<file path="src/rtl/slot_select_if.sv">
// Signal bundle between the CPU-side slot bus and the slot_select decoder.
// The bus side drives the master modport; slot_select uses the slave modport.
interface slot_select_if #(
   parameter int NUM_SLOTS = 8
);
   logic                   phase_zero;
   logic [7:0]             bank;
   logic [15:0]            addr;
   logic                   we;
   logic [7:0]             sltromsel;
   logic [8*NUM_SLOTS-1:0] slot_d;
   logic [NUM_SLOTS-1:0]   device_select;
   logic [NUM_SLOTS-1:0]   io_select;
   logic                   io_strobe;
   logic [2:0]             exp_owner;
   logic                   exp_active;
   logic                   slot_we;
   logic                   slot_oe;
   logic [7:0]             slot_dout;

   modport master (
      output phase_zero, bank, addr, we, sltromsel, slot_d,
      input  device_select, io_select, io_strobe, exp_owner, exp_active,
             slot_we, slot_oe, slot_dout
   );

   modport slave (
      input  phase_zero, bank, addr, we, sltromsel, slot_d,
      output device_select, io_select, io_strobe, exp_owner, exp_active,
             slot_we, slot_oe, slot_dout
   );
endinterface

</file>
<file path="src/rtl/slot_select.sv">
// Apple II slot bus decoder: registered DEVICE_SELECT/IO_SELECT/IOSTROBE strobes and card read mux.
// Define SLOT_EXPROM_EN to compile in the $C800-$CFFF expansion-ROM ownership logic.
module slot_select #(
   parameter logic [7:0] FLOAT_BYTE = 8'hFF,
   parameter int         NUM_SLOTS  = 8
) (
   input logic          clk_sys,
   input logic          reset_n,
   slot_select_if.slave bus
);
   localparam logic [3:0] NS4 = 4'(NUM_SLOTS);

   logic [7:0]           bank;
   logic [15:0]          addr;
   logic [7:0]           sltromsel;
   logic                 in_window;
   logic [2:0]           dev_n, io_n, exp_slot;
   logic                 dev_hit, io_hit, exp_hit, any_hit;
   logic [NUM_SLOTS-1:0] dev_d, dev_q, ios_d, ios_q;
   logic [2:0]           sel_d, sel_q;
   logic                 oe_d, oe_q, we_q;
   logic [7:0]           rd_byte;

   assign bank      = bus.bank;
   assign addr      = bus.addr;
   assign sltromsel = bus.sltromsel;

   assign in_window = (bank == 8'h00) || (bank == 8'h01) || (bank == 8'hE0) || (bank == 8'hE1);
   assign dev_n     = addr[6:4];
   assign io_n      = addr[10:8];

   // Slot 0 and slots at or above NUM_SLOTS never decode; internal-ROM slots are masked by sltromsel.
   assign dev_hit = in_window && (addr[15:8] == 8'hC0) && addr[7] && (dev_n != 3'd0) &&
                    ({1'b0, dev_n} < NS4) && sltromsel[dev_n];
   assign io_hit  = in_window && (addr[15:11] == 5'b11000) && (io_n != 3'd0) &&
                    ({1'b0, io_n} < NS4) && sltromsel[io_n];

`ifdef SLOT_EXPROM_EN
   logic       release_hit, active_d, active_q, strobe_q;
   logic [2:0] owner_d, owner_q;

   assign exp_hit     = in_window && (addr[15:11] == 5'b11001) && active_q;
   assign release_hit = in_window && (addr == 16'hCFFF);
   assign exp_slot    = owner_q;

   // A new IO_SELECT claim wins over a release or a disabled owner in the same bus cycle.
   always_comb begin
      owner_d  = owner_q;
      active_d = active_q;
      if (io_hit) begin
         owner_d  = io_n;
         active_d = 1'b1;
      end else if (release_hit || !sltromsel[owner_q]) begin
         active_d = 1'b0;
      end
   end

   always_ff @(posedge clk_sys or negedge reset_n) begin
      if (!reset_n) begin
         owner_q  <= 3'd0;
         active_q <= 1'b0;
         strobe_q <= 1'b0;
      end else if (bus.phase_zero) begin
         owner_q  <= owner_d;
         active_q <= active_d;
         strobe_q <= exp_hit;
      end
   end

   assign bus.io_strobe  = strobe_q;
   assign bus.exp_owner  = owner_q;
   assign bus.exp_active = active_q;
`else
   assign exp_hit        = 1'b0;
   assign exp_slot       = 3'd0;
   assign bus.io_strobe  = 1'b0;
   assign bus.exp_owner  = 3'd0;
   assign bus.exp_active = 1'b0;
`endif

   always_comb begin
      dev_d = '0;
      ios_d = '0;
      for (int i = 0; i < NUM_SLOTS; i++) begin
         dev_d[i] = dev_hit && (dev_n == 3'(i));
         ios_d[i] = io_hit && (io_n == 3'(i));
      end
   end

   assign any_hit = dev_hit || io_hit || exp_hit;
   assign oe_d    = any_hit && !bus.we;
   assign sel_d   = dev_hit ? dev_n : (io_hit ? io_n : exp_slot);

   always_ff @(posedge clk_sys or negedge reset_n) begin
      if (!reset_n) begin
         dev_q <= '0;
         ios_q <= '0;
         we_q  <= 1'b0;
         oe_q  <= 1'b0;
      end else if (bus.phase_zero) begin
         dev_q <= dev_d;
         ios_q <= ios_d;
         we_q  <= bus.we;
         oe_q  <= oe_d;
      end
   end

   // Slot index is only observed while oe_q is set, so it carries no reset.
   always_ff @(posedge clk_sys) begin
      if (bus.phase_zero) begin
         sel_q <= sel_d;
      end
   end

   always_comb begin
      rd_byte = FLOAT_BYTE;
      for (int i = 0; i < NUM_SLOTS; i++) begin
         if (sel_q == 3'(i)) rd_byte = bus.slot_d[8*i +: 8];
      end
   end

   assign bus.device_select = dev_q;
   assign bus.io_select     = ios_q;
   assign bus.slot_we       = we_q;
   assign bus.slot_oe       = oe_q;
   assign bus.slot_dout     = oe_q ? rd_byte : FLOAT_BYTE;
endmodule
</file>
<file path="src/flat_wrapper.sv">
// flat-port wrapper written by rule: the top's interface ports become plain ports
module slot_select_flat 
#(
   parameter logic [7:0] FLOAT_BYTE = 8'hFF,
   parameter int         NUM_SLOTS  = 8
)
  (clk_sys, reset_n, bus_phase_zero, bus_bank, bus_addr, bus_we, bus_sltromsel, bus_slot_d, bus_device_select, bus_io_select, bus_io_strobe, bus_exp_owner, bus_exp_active, bus_slot_we, bus_slot_oe, bus_slot_dout);
  slot_select_if #(.NUM_SLOTS(NUM_SLOTS)) bus_i ();
  input logic clk_sys;
  input logic reset_n;
  input wire logic [$bits(bus_i.phase_zero)-1:0] bus_phase_zero;
  input wire logic [$bits(bus_i.bank)-1:0] bus_bank;
  input wire logic [$bits(bus_i.addr)-1:0] bus_addr;
  input wire logic [$bits(bus_i.we)-1:0] bus_we;
  input wire logic [$bits(bus_i.sltromsel)-1:0] bus_sltromsel;
  input wire logic [$bits(bus_i.slot_d)-1:0] bus_slot_d;
  output wire logic [$bits(bus_i.device_select)-1:0] bus_device_select;
  output wire logic [$bits(bus_i.io_select)-1:0] bus_io_select;
  output wire logic [$bits(bus_i.io_strobe)-1:0] bus_io_strobe;
  output wire logic [$bits(bus_i.exp_owner)-1:0] bus_exp_owner;
  output wire logic [$bits(bus_i.exp_active)-1:0] bus_exp_active;
  output wire logic [$bits(bus_i.slot_we)-1:0] bus_slot_we;
  output wire logic [$bits(bus_i.slot_oe)-1:0] bus_slot_oe;
  output wire logic [$bits(bus_i.slot_dout)-1:0] bus_slot_dout;
  assign bus_i.phase_zero = bus_phase_zero;
  assign bus_i.bank = bus_bank;
  assign bus_i.addr = bus_addr;
  assign bus_i.we = bus_we;
  assign bus_i.sltromsel = bus_sltromsel;
  assign bus_i.slot_d = bus_slot_d;
  assign bus_device_select = bus_i.device_select;
  assign bus_io_select = bus_i.io_select;
  assign bus_io_strobe = bus_i.io_strobe;
  assign bus_exp_owner = bus_i.exp_owner;
  assign bus_exp_active = bus_i.exp_active;
  assign bus_slot_we = bus_i.slot_we;
  assign bus_slot_oe = bus_i.slot_oe;
  assign bus_slot_dout = bus_i.slot_dout;
  slot_select #(.FLOAT_BYTE(FLOAT_BYTE), .NUM_SLOTS(NUM_SLOTS)) u_core (.clk_sys(clk_sys), .reset_n(reset_n), .bus(bus_i));
endmodule
</file>
<file path="config.mk">
export PLATFORM = sky130hd
export DESIGN_NAME = slot_select_flat
export DESIGN_NICKNAME = d
export VERILOG_FILES = /design/src/rtl/slot_select_if.sv /design/src/rtl/slot_select.sv /design/src/flat_wrapper.sv
export SDC_FILE = /design/constraint.sdc
export NUM_CORES = 1
export LEC_CHECK = 0
export ABC_AREA = 1
export CORE_UTILIZATION = 37
export CTS_CLUSTER_DIAMETER = 30
export DETAILED_ROUTE_END_ITERATION = 10
export GPL_ROUTABILITY_DRIVEN = 0
export PLACE_DENSITY = 0.82
export SYNTH_ARGS = -nofsm -noshare
export SYNTH_HDL_FRONTEND = slang
export SYNTH_SLANG_ARGS = --single-unit
</file>
<file path="constraint.sdc">
create_clock -name clk_sys -period 1.5 [get_ports clk_sys]
set_input_delay 0.15 -clock clk_sys [delete_from_list [all_inputs] [get_ports clk_sys]]
set_output_delay 0.15 -clock clk_sys [all_outputs]
set_load 0.005 [all_outputs]
</file>
==> out/metrics.cfg <==
[worst_setup_path]
cp.required_ns = 1.35
cp_num_buf_inv = 3
crit_family = simple AND/OR/NAND/NOR gates
criticalPathCategory = flop to output port
cp-start-kind = flop
slowest_stage = edfxtp_1
slowest_delay_ns = 0.43
worst-path-max-fanout = 8
end_kind = output port
path_cells = buf_6 > nor2_4 > buf_12 > nand3_2 > nand3_2 > nand2_2 > nand2_2 > nor2_2 > nand3_1 > nand2_1 > buf_2
arrival_ns = 1.71

[grt]
grt_overflow = 0
grt_pass1_vias = 2800
track_usage = 0.268
antenna_found_initial = 0
grt_max_degree = 19
grt_pass1_wl_mm = 12.7

[timing]
fmax_mhz = 537
fin_skew_ns = 0
post-route-period-util = 1.24
setup_viol = 8
whs_ns = 0.215
fin_tns_setup_ns = -2.72
fin_ws_ns = -0.362
slew_viol_final = 0
hold_violations = 0
period_minus_slack_ns = 1.86
rsz0062_at_grt = true

[synthesis]
synth-edff-count = 3
netlist_area_um2 = 2040
async_reset_ff_frac = 0.857
muxShareOfSynthArea = 0
synth_warnings = 0
yosys.area_share.simple = 0.473
yosysUniqueCellTypes = 27
avgSynthCellArea_um2 = 5.76
ys_ff_latch = 21
synth-xor-area-share = 0
synthCells = 354
synth_top_flop_cell = dfrtp_1
synthAdderAreaFrac = 0
synth_top_family_by_area = simple AND/OR/NAND/NOR gates
synth_compound_area_frac = 0.0798
yosysSeqAreaShare = 0.265

[placed_design]
placed_cell_area_um2 = 3480
pre_cts_ws_ns = -0.462
placed_cells = 563
io_buffers = 120
dp_hpwl_mm = 5.58

[power]
p_total_mw = 1.66
powerDensity_nw_per_um2 = 441
ir_drop_uv = 407
leakage_nw = 1.91

[clock_network]
cts-root-buf = clkbuf_8
cts_sinks = 21
cts_buffers = 3
clk_pin_slew_worst_paths_ns = 0.08
worstSkewPairLatency_ns = 0.26
htree_num_levels = 1
cts_tree = built
clk_path_buf_depth = 2

[final_layout]
finalNetCount = 612
syn2layout_area_growth_pct = 84.9
layout-drive-gt1-share = 0.205
design_area_um2 = 3770
n_fill_cell = 420
fin_util = 0.724
layout.cells.non_filler = 581
antenna_cells = 0

[die]
die_h_um = 76.2
die_area_um2 = 5810
num_io_pins = 131
start_util = 0.392
rows = 26
core-area_um2 = 5200
die_width_um = 76.2

[worst_hold_path]
hold_class = primary input to async pin

[drt]
ant_nets = 0
routed_wl_mm = 7.85
firstDrtPassIters = 4
drc = 0
num_vias = 2822
via_per_inst = 4.86
wl_per_cell_um = 13.5
drt_iter0_drc = 123

[outcome]
violations = negative setup slack
status = finished with violations

[job]
maxCapViolations = 0

==> worst reg2reg max path: stages, from the launching register on <==
cell     delay (ns)
dfrtp_1        0.41
nand2_1        0.07
o21ai_1        0.06
==> final cells by class <==
class                      instances  area, µm²  area share
clock buffer                       3       41.3      0.0110
sequential                        21        541       0.143
multi-input combinational        256       1300       0.344
tap                               70       87.6      0.0232
inverter                          67        254      0.0674
timing repair buffer             163       1540       0.409
clock inverter                     1       5.00     0.00133
==> worst paths after layout <==
check	endpoint	slack, ns	from	depth (start not counted)
min reg2reg	u_core.bus.device_select[5]	0.48	u_core.bus.device_select[5]	2
max reg2reg	u_core.bus.io_select[5]	0.85	u_core.bus.io_select[5]	2
min in group clk_sys	u_core.bus.io_select[3]	0.42	bus_addr[9]	3
max in group asynchronous	u_core.bus.device_select[1]	1.08	reset_n	2
max	bus_slot_dout[3]	-0.36	u_core.sel_q[1]	11
min	u_core.bus.device_select[6]	0.21	reset_n	2
==> report_power, final <==
| group | internal (mW) | leakage, nW | total [mW] | switching [mW] |
|---|---|---|---|---|
| registers | 0.583 | 0.277 | 0.588 | 0.00482 |
| clock network | 0.186 | 0.0255 | 0.383 | 0.197 |
| logic | 0.386 | 1.61 | 0.689 | 0.304 |
==> state kept, by name, indices dropped and copies added (netlist names) <==
name / count
u_core.bus.io_select: 8
u_core.bus.slot_oe: 1
u_core.sel_q: 3
u_core.bus.slot_we: 1
u_core.bus.device_select: 8
==> cells in the mapped netlist (all sizes together) (2+ instances only) <==
library cell / n / share of area
o21ai: 10 / 0.025
buf: 14 / 0.053
nor3: 2 / 0.0074
inv: 66 / 0.12
nand3: 50 / 0.13
o21bai: 2 / 0.0074
nand2: 108 / 0.20
clkbuf: 2 / 0.0037
a21oi: 17 / 0.042
nand4: 7 / 0.021
nor2: 50 / 0.11
dfrtp: 18 / 0.22
edfxtp: 3 / 0.044
==> metal layers <==
layer | share of wire | global-route usage
met1 | 0.38 | 0.296
met2 | 0.51 | 0.510
met3 | 0.079 | 0.0335
met4 | 0.033 | 0.113
met5 | 0 | 0
==> cell usage in the layout, fill, tap and decap left out, types with 3 or more instances in the layout <==
| cell type | instances |
|---|---|
| buf_6 | 5 |
| inv_1 | 59 |
| nand4_1 | 7 |
| nor2_2 | 6 |
| edfxtp_1 | 3 |
| nand3_1 | 35 |
| a21oi_1 | 15 |
| nor2_1 | 39 |
| clkbuf_8 | 3 |
| nand2_1 | 97 |
| nor2_4 | 7 |
| buf_4 | 35 |
| inv_2 | 6 |
| buf_12 | 3 |
| buf_2 | 8 |
| dfrtp_1 | 18 |
| nand2_2 | 11 |
| conb_1 | 5 |
| o21ai_1 | 10 |
| clkdlybuf4s50_1 | 108 |
| nand3_2 | 13 |
==> repair_timing <==
item,in CTS,in global routing
pin swaps,27,16
buffers inserted,12,1
gates cloned,1,1
gates resized for setup,60,18
endpoints found under the setup margin,10,19
hold buffers,0,0
==> kinds of logic after synthesis <==
| group | count (synthesis) |
|---|---|
| AO/OA/AOI/OAI | 30 |
| buffers and inverters | 83 |
| flip-flops | 21 |
| other | 1 |
| AND/OR/NAND/NOR | 219 |
Note: power is estimated with default switching activity, not from simulation.
